`config.mk`:
```
export PLATFORM = sky130hd
export DESIGN_NAME = calc_arb_flat
export DESIGN_NICKNAME = d
export VERILOG_FILES = /design/src/rtl/calc_arb_pkg.sv /design/src/rtl/calc_arb_if.sv /design/src/rtl/calc_arb_fifo.sv /design/src/rtl/calc_arb.sv /design/src/flat_wrapper.sv
export SDC_FILE = /design/constraint.sdc
export NUM_CORES = 1
export LEC_CHECK = 0
export BUFFER_PORTS_ARGS = -buffer_cell sky130_fd_sc_hd__buf_4
export CAP_MARGIN = 20
export CORE_AREA = 8 8 216 218
export CTS_BUF_LIST = sky130_fd_sc_hd__clkbuf_2
export CTS_CLUSTER_SIZE = 12
export DETAILED_ROUTE_END_ITERATION = 12
export DIE_AREA = 0 0 224 226
export SETUP_SLACK_MARGIN = 0.3
export SLEW_MARGIN = 10
export SYNTH_ARGS = -nofsm -noshare
export SYNTH_HDL_FRONTEND = slang
export SYNTH_SLANG_ARGS = --single-unit
```
`constraint.sdc`:
```
create_clock -name clk -period 7.6 [get_ports clk]
set_clock_uncertainty 0.15 [all_clocks]
set_input_delay 0.76 -clock clk [delete_from_list [all_inputs] [get_ports clk]]
set_output_delay 0.76 -clock clk [all_outputs]
set_load 0.005 [all_outputs]
```
`src/rtl/calc_arb_pkg.sv`:
```
// Shared constants, the tag-width helper and the result-entry layout for the calc arbiter.
package calc_arb_pkg;

    localparam int CALC_W   = 32;
    localparam int CALC_LAT = 2;
    localparam int NREQ_DEF = 4;

    // Never returns less than 1 so that a 2-entry structure still gets a real pointer bit.
    function automatic int clog2(input int n);
        int r;
        r = 1;
        while ((1 << r) < n) r++;
        return r;
    endfunction

    localparam int TAGW_DEF = clog2(NREQ_DEF);

    typedef struct packed {
        logic [TAGW_DEF-1:0] tag;
        logic [CALC_W-1:0]   z;
    } res_entry_t;

endpackage

```
`src/rtl/calc_arb_if.sv`:
```
// Requester, calc and result-stream signals of the arbiter; slave = arbiter view, master = environment view.
interface calc_arb_if
    import calc_arb_pkg::*;
#(
    parameter int NREQ = 4,
    parameter int TAGW = clog2(NREQ)
) ();

    logic [NREQ-1:0]        req_push;
    logic [NREQ-1:0]        req_stop;
    logic [NREQ*CALC_W-1:0] req_A;
    logic [NREQ*CALC_W-1:0] req_B;
    logic [NREQ*CALC_W-1:0] req_C;

    logic [CALC_W-1:0]      c_A;
    logic [CALC_W-1:0]      c_B;
    logic [CALC_W-1:0]      c_C;
    logic                   c_pushA;
    logic                   c_pushB;
    logic                   c_pushC;
    logic                   c_stopA;
    logic                   c_stopB;
    logic                   c_stopC;
    logic [CALC_W-1:0]      c_Z;
    logic                   c_pushZ;

    logic [CALC_W-1:0]      Z;
    logic [TAGW-1:0]        tagZ;
    logic                   pushZ;
    logic                   stopZ;
    logic                   err;

    modport slave (
        input  req_push, req_A, req_B, req_C,
        input  c_stopA, c_stopB, c_stopC, c_Z, c_pushZ,
        input  stopZ,
        output req_stop,
        output c_A, c_B, c_C, c_pushA, c_pushB, c_pushC,
        output Z, tagZ, pushZ, err
    );

    modport master (
        output req_push, req_A, req_B, req_C,
        output c_stopA, c_stopB, c_stopC, c_Z, c_pushZ,
        output stopZ,
        input  req_stop,
        input  c_A, c_B, c_C, c_pushA, c_pushB, c_pushC,
        input  Z, tagZ, pushZ, err
    );

endinterface

```
`src/rtl/calc_arb_fifo.sv`:
```
// Synchronous show-ahead FIFO with occupancy count; pushes when full and pops when empty are ignored.
module calc_arb_fifo
    import calc_arb_pkg::*;
#(
    parameter int WIDTH = 8,
    parameter int DEPTH = 4
) (
    input  logic                         clk,
    input  logic                         rst_n,
    input  logic                         push_i,
    input  logic [WIDTH-1:0]             data_i,
    input  logic                         pop_i,
    output logic [WIDTH-1:0]             data_o,
    output logic                         empty_o,
    output logic [clog2(DEPTH+1)-1:0]    count_o
);

    localparam int PTRW = clog2(DEPTH);
    localparam int CNTW = clog2(DEPTH + 1);

    logic [WIDTH-1:0] mem [DEPTH];

    logic [PTRW-1:0] wr_ptr_q, wr_ptr_d;
    logic [PTRW-1:0] rd_ptr_q, rd_ptr_d;
    logic [CNTW-1:0] count_q, count_d;
    logic            wr_en;
    logic            rd_en;

    assign wr_en = push_i && (count_q != CNTW'(DEPTH));
    assign rd_en = pop_i && (count_q != '0);

    always_comb begin
        wr_ptr_d = wr_ptr_q;
        rd_ptr_d = rd_ptr_q;
        if (wr_en) begin
            wr_ptr_d = (wr_ptr_q == PTRW'(DEPTH - 1)) ? '0 : wr_ptr_q + 1'b1;
        end
        if (rd_en) begin
            rd_ptr_d = (rd_ptr_q == PTRW'(DEPTH - 1)) ? '0 : rd_ptr_q + 1'b1;
        end
        count_d = count_q + CNTW'(wr_en) - CNTW'(rd_en);
    end

    always_ff @(posedge clk or negedge rst_n) begin
        if (!rst_n) begin
            wr_ptr_q <= '0;
            rd_ptr_q <= '0;
            count_q  <= '0;
        end else begin
            wr_ptr_q <= wr_ptr_d;
            rd_ptr_q <= rd_ptr_d;
            count_q  <= count_d;
        end
    end

    // Storage carries no reset; validity is tracked by count_q alone.
    always_ff @(posedge clk) begin
        if (wr_en) begin
            mem[wr_ptr_q] <= data_i;
        end
    end

    assign data_o  = mem[rd_ptr_q];
    assign empty_o = (count_q == '0);
    assign count_o = count_q;

endmodule

```
`src/rtl/calc_arb.sv`:
```
// Round-robin sharing of one unstallable calc engine among NREQ requesters, with tagged,
// credit-protected result return.
module calc_arb
    import calc_arb_pkg::*;
#(
    parameter int NREQ  = 4,
    parameter int DEPTH = 4
) (
    input  logic      clk,
    input  logic      rst_n,
    calc_arb_if.slave bus
);

    localparam int TAGW = clog2(NREQ);
    localparam int CNTW = clog2(DEPTH + 1);
    localparam int ENTW = TAGW + CALC_W;

    logic [CALC_W-1:0] op_a [NREQ];
    logic [CALC_W-1:0] op_b [NREQ];
    logic [CALC_W-1:0] op_c [NREQ];

    logic [TAGW-1:0] rr_ptr_q, rr_ptr_d;
    logic [TAGW-1:0] grant;
    logic            grant_vld;
    logic            calc_ready;
    logic            credit_ok;
    logic            issue;

    logic [TAGW-1:0] tag_head;
    logic [CNTW-1:0] tag_cnt;
    logic            tag_empty;
    logic            tag_pop;

    logic [ENTW-1:0] res_head;
    logic [CNTW-1:0] res_cnt;
    logic            res_empty;
    logic            res_pop;
    logic [CNTW:0]   outstanding;

    logic            err_q, err_d;

    genvar gi;
    generate
        for (gi = 0; gi < NREQ; gi++) begin : g_ops
            assign op_a[gi] = bus.req_A[gi*CALC_W +: CALC_W];
            assign op_b[gi] = bus.req_B[gi*CALC_W +: CALC_W];
            assign op_c[gi] = bus.req_C[gi*CALC_W +: CALC_W];
        end
    endgenerate

    // First pending requester at or after rr_ptr_q, wrapping past NREQ-1.
    always_comb begin
        logic [TAGW:0]   sum;
        logic [TAGW-1:0] idx;
        sum       = '0;
        idx       = '0;
        grant     = '0;
        grant_vld = 1'b0;
        for (int k = 0; k < NREQ; k++) begin
            sum = {1'b0, rr_ptr_q} + (TAGW+1)'(k);
            if (sum >= (TAGW+1)'(NREQ)) begin
                sum = sum - (TAGW+1)'(NREQ);
            end
            idx = sum[TAGW-1:0];
            if (!grant_vld && bus.req_push[idx]) begin
                grant_vld = 1'b1;
                grant     = idx;
            end
        end
    end

    // Every slot is either a tag awaiting its result or a buffered result, so this bound
    // keeps the result FIFO from ever overflowing while calc cannot be stalled.
    assign outstanding = {1'b0, tag_cnt} + {1'b0, res_cnt};
    assign credit_ok   = outstanding < (CNTW+1)'(DEPTH);
    assign calc_ready  = !(bus.c_stopA || bus.c_stopB || bus.c_stopC);
    assign issue       = rst_n && grant_vld && calc_ready && credit_ok;

    always_comb begin
        rr_ptr_d = rr_ptr_q;
        if (issue) begin
            rr_ptr_d = (grant == TAGW'(NREQ - 1)) ? '0 : grant + 1'b1;
        end
    end

    always_comb begin
        bus.req_stop = '1;
        bus.c_A      = '0;
        bus.c_B      = '0;
        bus.c_C      = '0;
        bus.c_pushA  = issue;
        bus.c_pushB  = issue;
        bus.c_pushC  = issue;
        if (issue) begin
            bus.req_stop[grant] = 1'b0;
            bus.c_A             = op_a[grant];
            bus.c_B             = op_b[grant];
            bus.c_C             = op_c[grant];
        end
    end

    assign tag_pop = bus.c_pushZ && !tag_empty;
    assign err_d   = err_q || (bus.c_pushZ && tag_empty);

    always_ff @(posedge clk or negedge rst_n) begin
        if (!rst_n) begin
            rr_ptr_q <= '0;
            err_q    <= 1'b0;
        end else begin
            rr_ptr_q <= rr_ptr_d;
            err_q    <= err_d;
        end
    end

    calc_arb_fifo #(
        .WIDTH (TAGW),
        .DEPTH (DEPTH)
    ) u_tag_fifo (
        .clk     (clk),
        .rst_n   (rst_n),
        .push_i  (issue),
        .data_i  (grant),
        .pop_i   (tag_pop),
        .data_o  (tag_head),
        .empty_o (tag_empty),
        .count_o (tag_cnt)
    );

    calc_arb_fifo #(
        .WIDTH (ENTW),
        .DEPTH (DEPTH)
    ) u_res_fifo (
        .clk     (clk),
        .rst_n   (rst_n),
        .push_i  (tag_pop),
        .data_i  ({tag_head, bus.c_Z}),
        .pop_i   (res_pop),
        .data_o  (res_head),
        .empty_o (res_empty),
        .count_o (res_cnt)
    );

    assign res_pop   = !res_empty && !bus.stopZ;
    assign bus.pushZ = !res_empty;
    assign bus.Z     = res_empty ? '0 : res_head[CALC_W-1:0];
    assign bus.tagZ  = res_empty ? '0 : res_head[ENTW-1:CALC_W];
    assign bus.err   = err_q;

endmodule

```
`src/flat_wrapper.sv`:
```
// flat-port wrapper written by rule: the top's interface ports become plain ports
module calc_arb_flat import calc_arb_pkg::*;
#(
    parameter int NREQ  = 4,
    parameter int DEPTH = 4
)
  (clk, rst_n, bus_req_push, bus_req_A, bus_req_B, bus_req_C, bus_c_stopA, bus_c_stopB, bus_c_stopC, bus_c_Z, bus_c_pushZ, bus_stopZ, bus_req_stop, bus_c_A, bus_c_B, bus_c_C, bus_c_pushA, bus_c_pushB, bus_c_pushC, bus_Z, bus_tagZ, bus_pushZ, bus_err);
  calc_arb_if #(.NREQ(NREQ)) bus_i ();
  input  logic clk;
  input  logic rst_n;
  input wire logic [$bits(bus_i.req_push)-1:0] bus_req_push;
  input wire logic [$bits(bus_i.req_A)-1:0] bus_req_A;
  input wire logic [$bits(bus_i.req_B)-1:0] bus_req_B;
  input wire logic [$bits(bus_i.req_C)-1:0] bus_req_C;
  input wire logic [$bits(bus_i.c_stopA)-1:0] bus_c_stopA;
  input wire logic [$bits(bus_i.c_stopB)-1:0] bus_c_stopB;
  input wire logic [$bits(bus_i.c_stopC)-1:0] bus_c_stopC;
  input wire logic [$bits(bus_i.c_Z)-1:0] bus_c_Z;
  input wire logic [$bits(bus_i.c_pushZ)-1:0] bus_c_pushZ;
  input wire logic [$bits(bus_i.stopZ)-1:0] bus_stopZ;
  output wire logic [$bits(bus_i.req_stop)-1:0] bus_req_stop;
  output wire logic [$bits(bus_i.c_A)-1:0] bus_c_A;
  output wire logic [$bits(bus_i.c_B)-1:0] bus_c_B;
  output wire logic [$bits(bus_i.c_C)-1:0] bus_c_C;
  output wire logic [$bits(bus_i.c_pushA)-1:0] bus_c_pushA;
  output wire logic [$bits(bus_i.c_pushB)-1:0] bus_c_pushB;
  output wire logic [$bits(bus_i.c_pushC)-1:0] bus_c_pushC;
  output wire logic [$bits(bus_i.Z)-1:0] bus_Z;
  output wire logic [$bits(bus_i.tagZ)-1:0] bus_tagZ;
  output wire logic [$bits(bus_i.pushZ)-1:0] bus_pushZ;
  output wire logic [$bits(bus_i.err)-1:0] bus_err;
  assign bus_i.req_push = bus_req_push;
  assign bus_i.req_A = bus_req_A;
  assign bus_i.req_B = bus_req_B;
  assign bus_i.req_C = bus_req_C;
  assign bus_i.c_stopA = bus_c_stopA;
  assign bus_i.c_stopB = bus_c_stopB;
  assign bus_i.c_stopC = bus_c_stopC;
  assign bus_i.c_Z = bus_c_Z;
  assign bus_i.c_pushZ = bus_c_pushZ;
  assign bus_i.stopZ = bus_stopZ;
  assign bus_req_stop = bus_i.req_stop;
  assign bus_c_A = bus_i.c_A;
  assign bus_c_B = bus_i.c_B;
  assign bus_c_C = bus_i.c_C;
  assign bus_c_pushA = bus_i.c_pushA;
  assign bus_c_pushB = bus_i.c_pushB;
  assign bus_c_pushC = bus_i.c_pushC;
  assign bus_Z = bus_i.Z;
  assign bus_tagZ = bus_i.tagZ;
  assign bus_pushZ = bus_i.pushZ;
  assign bus_err = bus_i.err;
  calc_arb #(.NREQ(NREQ), .DEPTH(DEPTH)) u_core (.clk(clk), .rst_n(rst_n), .bus(bus_i));
endmodule
```
# --- Word level (Yosys, flattened, before mapping) ---
# Memories as Yosys holds them, arrays and structs flattened.
# Index checks and enable logic that the tools add are counted.
op_classes:
  addsub: 17
  n_eq_ne: 7
  n_mux: 46
  n_div: 0
  shifts: 0
  reduce_logical: 28
  bitwise: 2
  mul: 0
  magnitude_cmp: 12
ops:
  columns: ["op", "n"]
  rows:
  - ["32-bit two-way mux", 10]
  - ["32-bit binary-select mux with 2-bit select", 3]
  - ["2-bit two-way mux", 14]
  - ["2-bit by 3-bit < comparator with 1-bit output, second input constant", 5]
  - ["1-bit logical AND", 14]
  - ["1-bit two-way mux", 13]
  - ["3-bit >= comparator, second input constant", 4]
  - ["2-bit by 1-bit adder with 2-bit output, second input constant", 5]
  - ["2-bit == test, second input constant", 5]
  - ["1-bit binary-select mux with 2-bit select", 4]
  - ["2-bit by 1-bit subtractor with 2-bit output, second input constant", 4]
  - ["1-bit logical NOT", 7]
  - ["2-bit by 2-bit adder with 3-bit output, second input constant", 2]
  - ["3-bit by 1-bit adder with 3-bit output", 2]
  - ["3-bit logical NOT", 2]
  - ["3-bit != test, second input constant", 2]
  - ["3-bit nonzero test", 2]
  - ["3-bit by 1-bit subtractor with 3-bit output", 2]
  - ["3-bit by 3-bit adder with 4-bit output", 1]
  - ["4-bit by 3-bit < comparator with 1-bit output, second input constant", 1]
  - ["4-bit two-way mux", 1]
  - ["4-bit NOT", 1]
  - ["2-bit by 1-bit adder with 3-bit output, second input constant", 1]
  - ["2-bit by 3-bit >= comparator with 1-bit output, second input constant", 1]
  - ["4 further kinds", 6]
totals:
  out_inout_bits: 139
  word_cells: 122
  latch_bits: 0
  memories: 2
  input_bits: 427
  mem_bits_rw: 144
  reg_bits: 17
  rom_bits: 0
mem_list:
  columns: ["memory", "words", "word_bits", "rd", "rd_clocked_by_memory_dff", "wr", "line_no", "rtl"]
  rows:
  - ["u_core.u_res_fifo.mem", 4, 34, 1, 0, 1, "calc_arb_fifo.sv:21", "logic [WIDTH-1:0] mem [DEPTH];"]
  - ["u_core.u_tag_fifo.mem", 4, 2, 1, 0, 1, "calc_arb_fifo.sv:21", null]

# --- Depth between registers and ports, before layout ---
depth:
  depth_word: 20
  ltp_mapped: 11
  ltp_nobuf: 11

# --- Modules after synthesis ---
# A second synthesis with hierarchy kept.
hier_totals:
  cells_unflattened: 921
  area_unflattened_um2: 10037.1
by_module_without_submodules:
  columns: ["module", "area_per_inst_um2", "n_inst", "seq_area_each_um2", "cells_per_inst"]
  rows:
  - ["calc_arb_fifo (u_core.u_res_fifo)", 5388.9, 1, 4259.1, 221]
  - ["calc_arb", 3885.0, 1, 75.1, 647]
  - ["calc_arb_fifo (u_core.u_tag_fifo)", 763.2, 1, 415.4, 53]

# --- Worst setup path before layout ---
# OpenSTA, ideal clock, no wires.
synth_path:
  path_type: "in2out"
  start: "in bus_req_push[1]"
  end: "out bus_req_stop[0]"
  arrival_ns: 2.215
  path_slack_ns: 4.475
  path_buffers: 2
  cell_stages: 8
  required_time_ns: 6.690
  path_cell_list: "nand2b_1 > a21oi_1 > a211oi_2 > buf_2 > clkbuf_1 > inv_1 > ha_1 > nand2_1"
synth_between:
  elab_chain_len: 18
  word_cells_on_any_way: 32
  cone_classes: "order compare: 2; mux: 19; bitwise: 1; reduce/logical: 10"
synth_lines:
  columns: ["item", "line_no", "rtl"]
  rows:
  - ["from (decl)", "flat_wrapper.sv:11", "input wire logic [$bits(bus_i.req_push)-1:0] bus_req_push;"]
  - ["1-bit binary-select mux with 2-bit select", "calc_arb.sv:65", "if (!grant_vld && bus.req_push[idx]) begin"]
  - ["1-bit two-way mux (implied by the code)", "calc_arb.sv:65", null]
  - ["1-bit two-way mux", "calc_arb.sv:65", null]
  - ["1-bit logical NOT", "calc_arb.sv:65", null]
  - ["1-bit logical AND", "calc_arb.sv:65", null]
  - ["1-bit two-way mux", "calc_arb.sv:65", null]
  - ["1-bit logical NOT", "calc_arb.sv:65", null]
  - ["1-bit logical AND", "calc_arb.sv:65", null]
  - ["[3 not listed]", null, null]
  - ["2-bit two-way mux (*)", "calc_arb.sv:65", null]
  - ["via u_core.grant[0]", "calc_arb.sv:23", "logic [TAGW-1:0] grant;"]
  - ["2-bit by 3-bit < comparator with 1-bit output (implied by the code) / 2-bit by 1-bit >= comparator with 1-bit output (equally long branches)", "calc_arb.sv:95", "bus.req_stop[grant] = 1'b0;"]
  - ["1-bit logical AND (implied by the code)", "calc_arb.sv:95", null]
  - ["1-bit two-way mux (implied by the code)", "calc_arb.sv:95", null]
  - ["1-bit demux with 2-bit select (*)", null, null]
  - ["4-bit NOT (no line) (*)", null, null]
  - ["4-bit two-way mux (*)", "calc_arb.sv:94", "if (issue) begin"]
  - ["to (decl)", "flat_wrapper.sv:21", "output wire logic [$bits(bus_i.req_stop)-1:0] bus_req_stop;"]
# Mark *: on every way through the listed nets, which the timed path passes. The rest lies on a longest branch. The select of a mux whose other input is x is not followed.

# --- Worst setup path after layout ---
layout_path:
  start: "reg u_core.rr_ptr_q[0]"
  end: "out bus_c_B[25]"
layout_between:
  elab_chain_len: 19
  word_cells_on_any_way: 45
  cone_classes: "add/sub: 7; order compare: 4; mux: 24; bitwise: 1; reduce/logical: 9"
layout_lines:
  columns: ["item", "line_no", "rtl"]
  rows:
  - ["from (decl)", "calc_arb.sv:22", "logic [TAGW-1:0] rr_ptr_q, rr_ptr_d;"]
  - ["from (signal assigned)", "calc_arb.sv:110", "rr_ptr_q <= rr_ptr_d;"]
  - ["branches (longest 18 deep; another with 2-bit by 1-bit adder with 3-bit output)", null, null]
  - ["32-bit two-way mux (*)", "calc_arb.sv:94", null]
  - ["to (decl)", "flat_wrapper.sv:23", "output wire logic [$bits(bus_i.c_B)-1:0] bus_c_B;"]
# Mark *: on every way between the ends. The select of a mux whose other input is x is not followed.

==> results_tabular.tex <==
\begin{tabular}{lr}
\hline
Metric & Value \\
\hline
\multicolumn{2}{l}{\textbf{Outcome}} \\
Result of the run & finished clean \\
\multicolumn{2}{l}{\textbf{Yosys}} \\
Syn. warnings & 0 \\
Compound-gate portion of the synthesized area & between 15 and 20\% \\
Area of the mapped netlist & between 0.009 and 0.01 mm2 \\
Synthesized instance count & $\sim$910 \\
Dominant register cell in the synthesized netlist & sky130\_fd\_sc\_hd\_\_edfxtp\_1 \\
Share of flip-flops with an asynchronous set or reset & a little over a tenth \\
Synth cell types & 34 \\
Register bit count reported by yosys & roughly 160 \\
Fraction of synthesized cell area in xor and xnor cells & less than 1\% \\
Simple-gate area share of the yosys netlist & between 10\% and 20\% \\
Main combinational cell family by area after synthesis & simple AND/OR/NAND/NOR gates \\
Register area share after synthesis & between 40 and 50\% \\
Number of synthesized flops with an enable pin & 144 \\
Synthesized net count & approximately 1.4k \\
Post-synthesis share of cell area spent on full adders, half adders and majority gates & under 10\% \\
Mux cell area share after synthesis & approximately 8.8\% \\
Mean instance size in the synthesized netlist & approximately 11 um2 \\
\multicolumn{2}{l}{\textbf{GRT}} \\
Vias in the first global route & around 11k \\
Overall routing resource usage & just over 20\% \\
Overall overflow remaining after global route & 0 \\
Number of antenna violations at the first check in global routing & 34 \\
Pin count of the biggest net entering global routing & 83 \\
Global-route wire length before repair & $\sim$76000 um \\
\multicolumn{2}{l}{\textbf{STA}} \\
Hold slack & 116 ps \\
Actual slew at the worst max-slew pin & around 1000 ps \\
Ratio of final minimum period to clock period & just under 70\% \\
Highest attainable clock frequency & $\sim$190 MHz \\
Unrepaired setup endpoints after global routing & no \\
Post-layout minimum cycle time & between 5000 and 6000 ps \\
Slew Viols, Final & 0 \\
Relative slew margins & 32.1\% \\
Setup-failing EPs final & 0 \\
Setup TNS Final & 0 ps \\
Final setup slack of the worst path & around 2400 ps \\
Total count of hold-check failures in the final report & 0 \\
\multicolumn{2}{l}{\textbf{Power}} \\
Net load switching power & about 1.6 mW \\
Power density relative to cell area & between 200 and 300 mW/mm2 \\
Combinational share of power & between 50\% and 60\% \\
Portion of total power attributed to the clock network & 12.5\% \\
Peak supply drop & 0.159 mV \\
Cell internal power dissipation & around 2.2 mW \\
Design Power & roughly 3.8 mW \\
Fraction of power spent switching nets & 41.8\% \\
Flop pwr share & 34.5\% \\
Leakage power figure & 6.54 nW \\
\multicolumn{2}{l}{\textbf{Routing}} \\
Routed WL per cell & between 20 and 30 um \\
DRC violation total after the first TritonRoute iteration & 799 \\
DRC violation count after routing & 0 \\
Post-route ant nets & 0 \\
Via density & between 4 and 5 \\
Iteration count of the initial detailed-routing pass & 6 \\
Detailed Route WL & between 50000 and 60000 um \\
Total number of vias & between 10k and 15k \\
\multicolumn{2}{l}{\textbf{Floorplan}} \\
Core Area & $\sim$0.043 mm2 \\
Die extent in y & approximately 230 um \\
Number of cell rows & 77 \\
Initial Utilization & between 20\% and 30\% \\
Floorplan die width & 224 um \\
Ports & approximately 570 \\
Total die area & around 0.05 mm2 \\
\multicolumn{2}{l}{\textbf{Clock tree}} \\
Clock insertion delay at the later pin of the skew report & 720 ps \\
Worst-path clk slew & approximately 240 ps \\
Number of resized instances in the post-cts repair step & 0 \\
Cell chosen for the clock root & sky130\_fd\_sc\_hd\_\_clkbuf\_2 \\
TritonCTS clock tree & yes \\
H-tree depth reported by CTS & 4 \\
Clk buf depth & 2 \\
Number of buffers added by the clock tree synthesis step & 17 \\
Sink count of the clock tree & 161 \\
\multicolumn{2}{l}{\textbf{Worst setup path}} \\
Cell family with the largest share of critical-path delay & buffers and inverters \\
Critical Path RT & approximately 6700 ps \\
Worst-path cell chain & nand2b\_1, a21o\_2, and2\_4, inv\_6, buf\_4, a211oi\_1, a311oi\_1, buf\_4 \\
WS Path Type & flip-flop to output pin \\
Worst Setup Start Kind & flip-flop \\
Sort of element at the end of the critical path & output pin \\
WP buf/inv & 3 \\
Delay contributed by the slowest stage of the critical path & around 650 ps \\
Data arrival time of the worst path & roughly 4300 ps \\
Most frequent cell on the critical path & sky130\_fd\_sc\_hd\_\_buf\_4 \\
CP max FO & slightly above 80 \\
Standard cell with the maximum stage delay on the critical path & sky130\_fd\_sc\_hd\_\_buf\_4 \\
\multicolumn{2}{l}{\textbf{Hold path}} \\
Hold/Removal Path Class & input pin to flip-flop \\
\multicolumn{2}{l}{\textbf{Place}} \\
Placed cells & between 1.5k and 2k \\
Total half-perimeter wirelength after legalization and detailed placement & 44100 um \\
Routability cong. & between 1 and 1.5 \\
Buffers added on ports & around 570 \\
Dpl cell area & around 0.015 mm2 \\
Worst setup timing slack at the placement stage & around 2800 ps \\
\multicolumn{2}{l}{\textbf{Final layout}} \\
Area of all placed cells without fillers & between 0.015 and 0.02 mm2 \\
Net count, final & between 1.5k and 2k \\
Cell Count, Final, Fillers Out & between 2k and 2.5k \\
Share of post-route cells with drive strength above 1 & between 40 and 50\% \\
Synth-to-Final Area Change & 54.1\% \\
Final standard cell utilization of the core & 34.9\% \\
\multicolumn{2}{l}{\textbf{Flow run}} \\
Count of max-cap constraint violations & 0 \\
\hline
\end{tabular}
==> layout make-up <==
type,instances,area [um2]
Inverter,17,68.8
Clock buffer,17,85.1
Clock inverter,15,185
Multi-Input combinational cell,631,4600
Fill cell,4453,28300
Timing Repair Buffer,613,4680
Antenna cell,24,60.1
Sequential cell,161,4750
Tap cell,592,741
==> cells in the mapped netlist (3+ instances only) <==
cell type,instances,area share (%)
sky130_fd_sc_hd__inv_1,16,0.61
sky130_fd_sc_hd__ha_1,19,2.4
sky130_fd_sc_hd__clkbuf_1,55,2.1
sky130_fd_sc_hd__nor2b_1,34,2.2
sky130_fd_sc_hd__nor2_1,7,0.27
sky130_fd_sc_hd__and2_1,10,0.64
sky130_fd_sc_hd__mux4_2,36,8.2
sky130_fd_sc_hd__o21ai_0,3,0.15
sky130_fd_sc_hd__and3_1,96,6.1
sky130_fd_sc_hd__a21oi_1,3,0.15
sky130_fd_sc_hd__dfrtp_1,17,4.3
sky130_fd_sc_hd__nor3_1,4,0.20
sky130_fd_sc_hd__nand2b_1,3,0.19
sky130_fd_sc_hd__edfxtp_1,144,44
sky130_fd_sc_hd__buf_6,3,0.34
sky130_fd_sc_hd__a211oi_1,96,7.3
sky130_fd_sc_hd__a21o_1,3,0.23
sky130_fd_sc_hd__a311oi_1,96,8.5
sky130_fd_sc_hd__buf_4,12,0.92
sky130_fd_sc_hd__xnor2_1,5,0.44
sky130_fd_sc_hd__nand2_1,200,7.6
sky130_fd_sc_hd__mux2_2,5,0.57
sky130_fd_sc_hd__buf_2,26,1.3
==> logic make-up (layout without fill, tap and decap cells) <==
kind of cell / Yosys count / count (layout)
AO/OA/AOI/OAI: 205 / 205
XOR/XNOR: 5 / 5
adder cells (fa/ha/maj): 21 / 21
buffers and inverters: 114 / 662
flip-flops: 161 / 161
multiplexers: 41 / 41
other: 0 / 24
AND/OR/NAND/NOR: 359 / 359
==> worst reg2reg max path, delay by kind of cell, from the launching register on <==
family	cells	cell delay (ps)
flops	1	520
xor+xnor	3	440
compound gates	1	530
buf+inv	1	300
fa+ha+maj	3	950
simple gates	2	470
==> placed cells by master (no fill, tap or decap), types with 2 or more instances in the layout <==
cell	synthesis	final
sky130_fd_sc_hd__xnor2_1	5	5
sky130_fd_sc_hd__nor2b_1	34	34
sky130_fd_sc_hd__clkbuf_2	0	17
sky130_fd_sc_hd__nor3_1	4	3
sky130_fd_sc_hd__edfxtp_1	144	144
sky130_fd_sc_hd__a311oi_1	96	96
sky130_fd_sc_hd__a21oi_1	3	3
sky130_fd_sc_hd__dfrtp_1	17	15
sky130_fd_sc_hd__and3_1	96	96
sky130_fd_sc_hd__dfrtp_2	0	2
sky130_fd_sc_hd__and2_1	10	5
sky130_fd_sc_hd__fa_1	2	2
sky130_fd_sc_hd__inv_6	0	3
sky130_fd_sc_hd__a21o_1	3	2
sky130_fd_sc_hd__o21ai_0	3	3
sky130_fd_sc_hd__diode_2	0	24
sky130_fd_sc_hd__a211oi_1	96	96
sky130_fd_sc_hd__nor2_1	7	7
sky130_fd_sc_hd__clkinv_8	0	5
sky130_fd_sc_hd__clkinv_4	0	2
sky130_fd_sc_hd__ha_1	19	19
sky130_fd_sc_hd__and2_2	0	4
sky130_fd_sc_hd__mux2_2	5	5
sky130_fd_sc_hd__nand2_1	200	200
sky130_fd_sc_hd__mux4_2	36	36
sky130_fd_sc_hd__inv_8	0	4
sky130_fd_sc_hd__nand2b_1	3	3
sky130_fd_sc_hd__inv_1	16	16
sky130_fd_sc_hd__buf_4	12	580
sky130_fd_sc_hd__dlygate4sd3_1	0	33
sky130_fd_sc_hd__nand3_1	2	2
==> power groups by stage <==
stage	sequential, mW	clock (mW)	combinational [mW]
floorplan	1.26	0	1.24
global placement	1.33	0	2.00
detailed placement	1.34	0	2.03
CTS	1.32	0.498	2.05
global route	1.34	0.528	2.20
finish	1.31	0.475	2.02
==> layer usage <==
metal | share of wire [%] | vias up | GRT usage [%]
li1 | - | 4591 | -
met1 | 36 | 4937 | 22.6
met2 | 52 | 477 | 35.6
met3 | 8.4 | 81 | 6.92
met4 | 3.6 | 6 | 10.9
met5 | 0.060 | - | 0
==> flip-flops by register name, summed over array words and instances (netlist names) <==
name	cells
u_core.u_res_fifo.rd_ptr_q	2
u_core.u_tag_fifo.count_o	3
u_core.u_tag_fifo.mem	8
u_core.bus.err	1
u_core.u_res_fifo.wr_ptr_q	2
u_core.rr_ptr_q	2
u_core.u_res_fifo.count_o	3
u_core.u_res_fifo.mem	136
u_core.u_tag_fifo.wr_ptr_q	2
u_core.u_tag_fifo.rd_ptr_q	2
==> timing repair <==
action / in CTS / in global routing
buffers inserted: 0 / 0
hold buffers: 30 / 3
hold endpoints to repair: 117 / 12
==> path summary, 6_finish.rpt <==
kind,from,end,slack [ps],cells after the start
setup / recovery,u_core.rr_ptr_q[0],bus_c_B[25],2400,8
hold / removal,bus_c_pushZ,u_core.bus.err,120,2
setup reg to reg,u_core.u_res_fifo.count_o[2],u_core.u_tag_fifo.count_o[2],4200,10
hold reg to reg,u_core.bus.err,u_core.bus.err,360,1
max in group asynchronous,rst_n,u_core.u_res_fifo.rd_ptr_q[0],6750,2
min in group asynchronous,rst_n,u_core.u_res_fifo.count_o[2],310,2
Power figures use the tool's default switching activity.
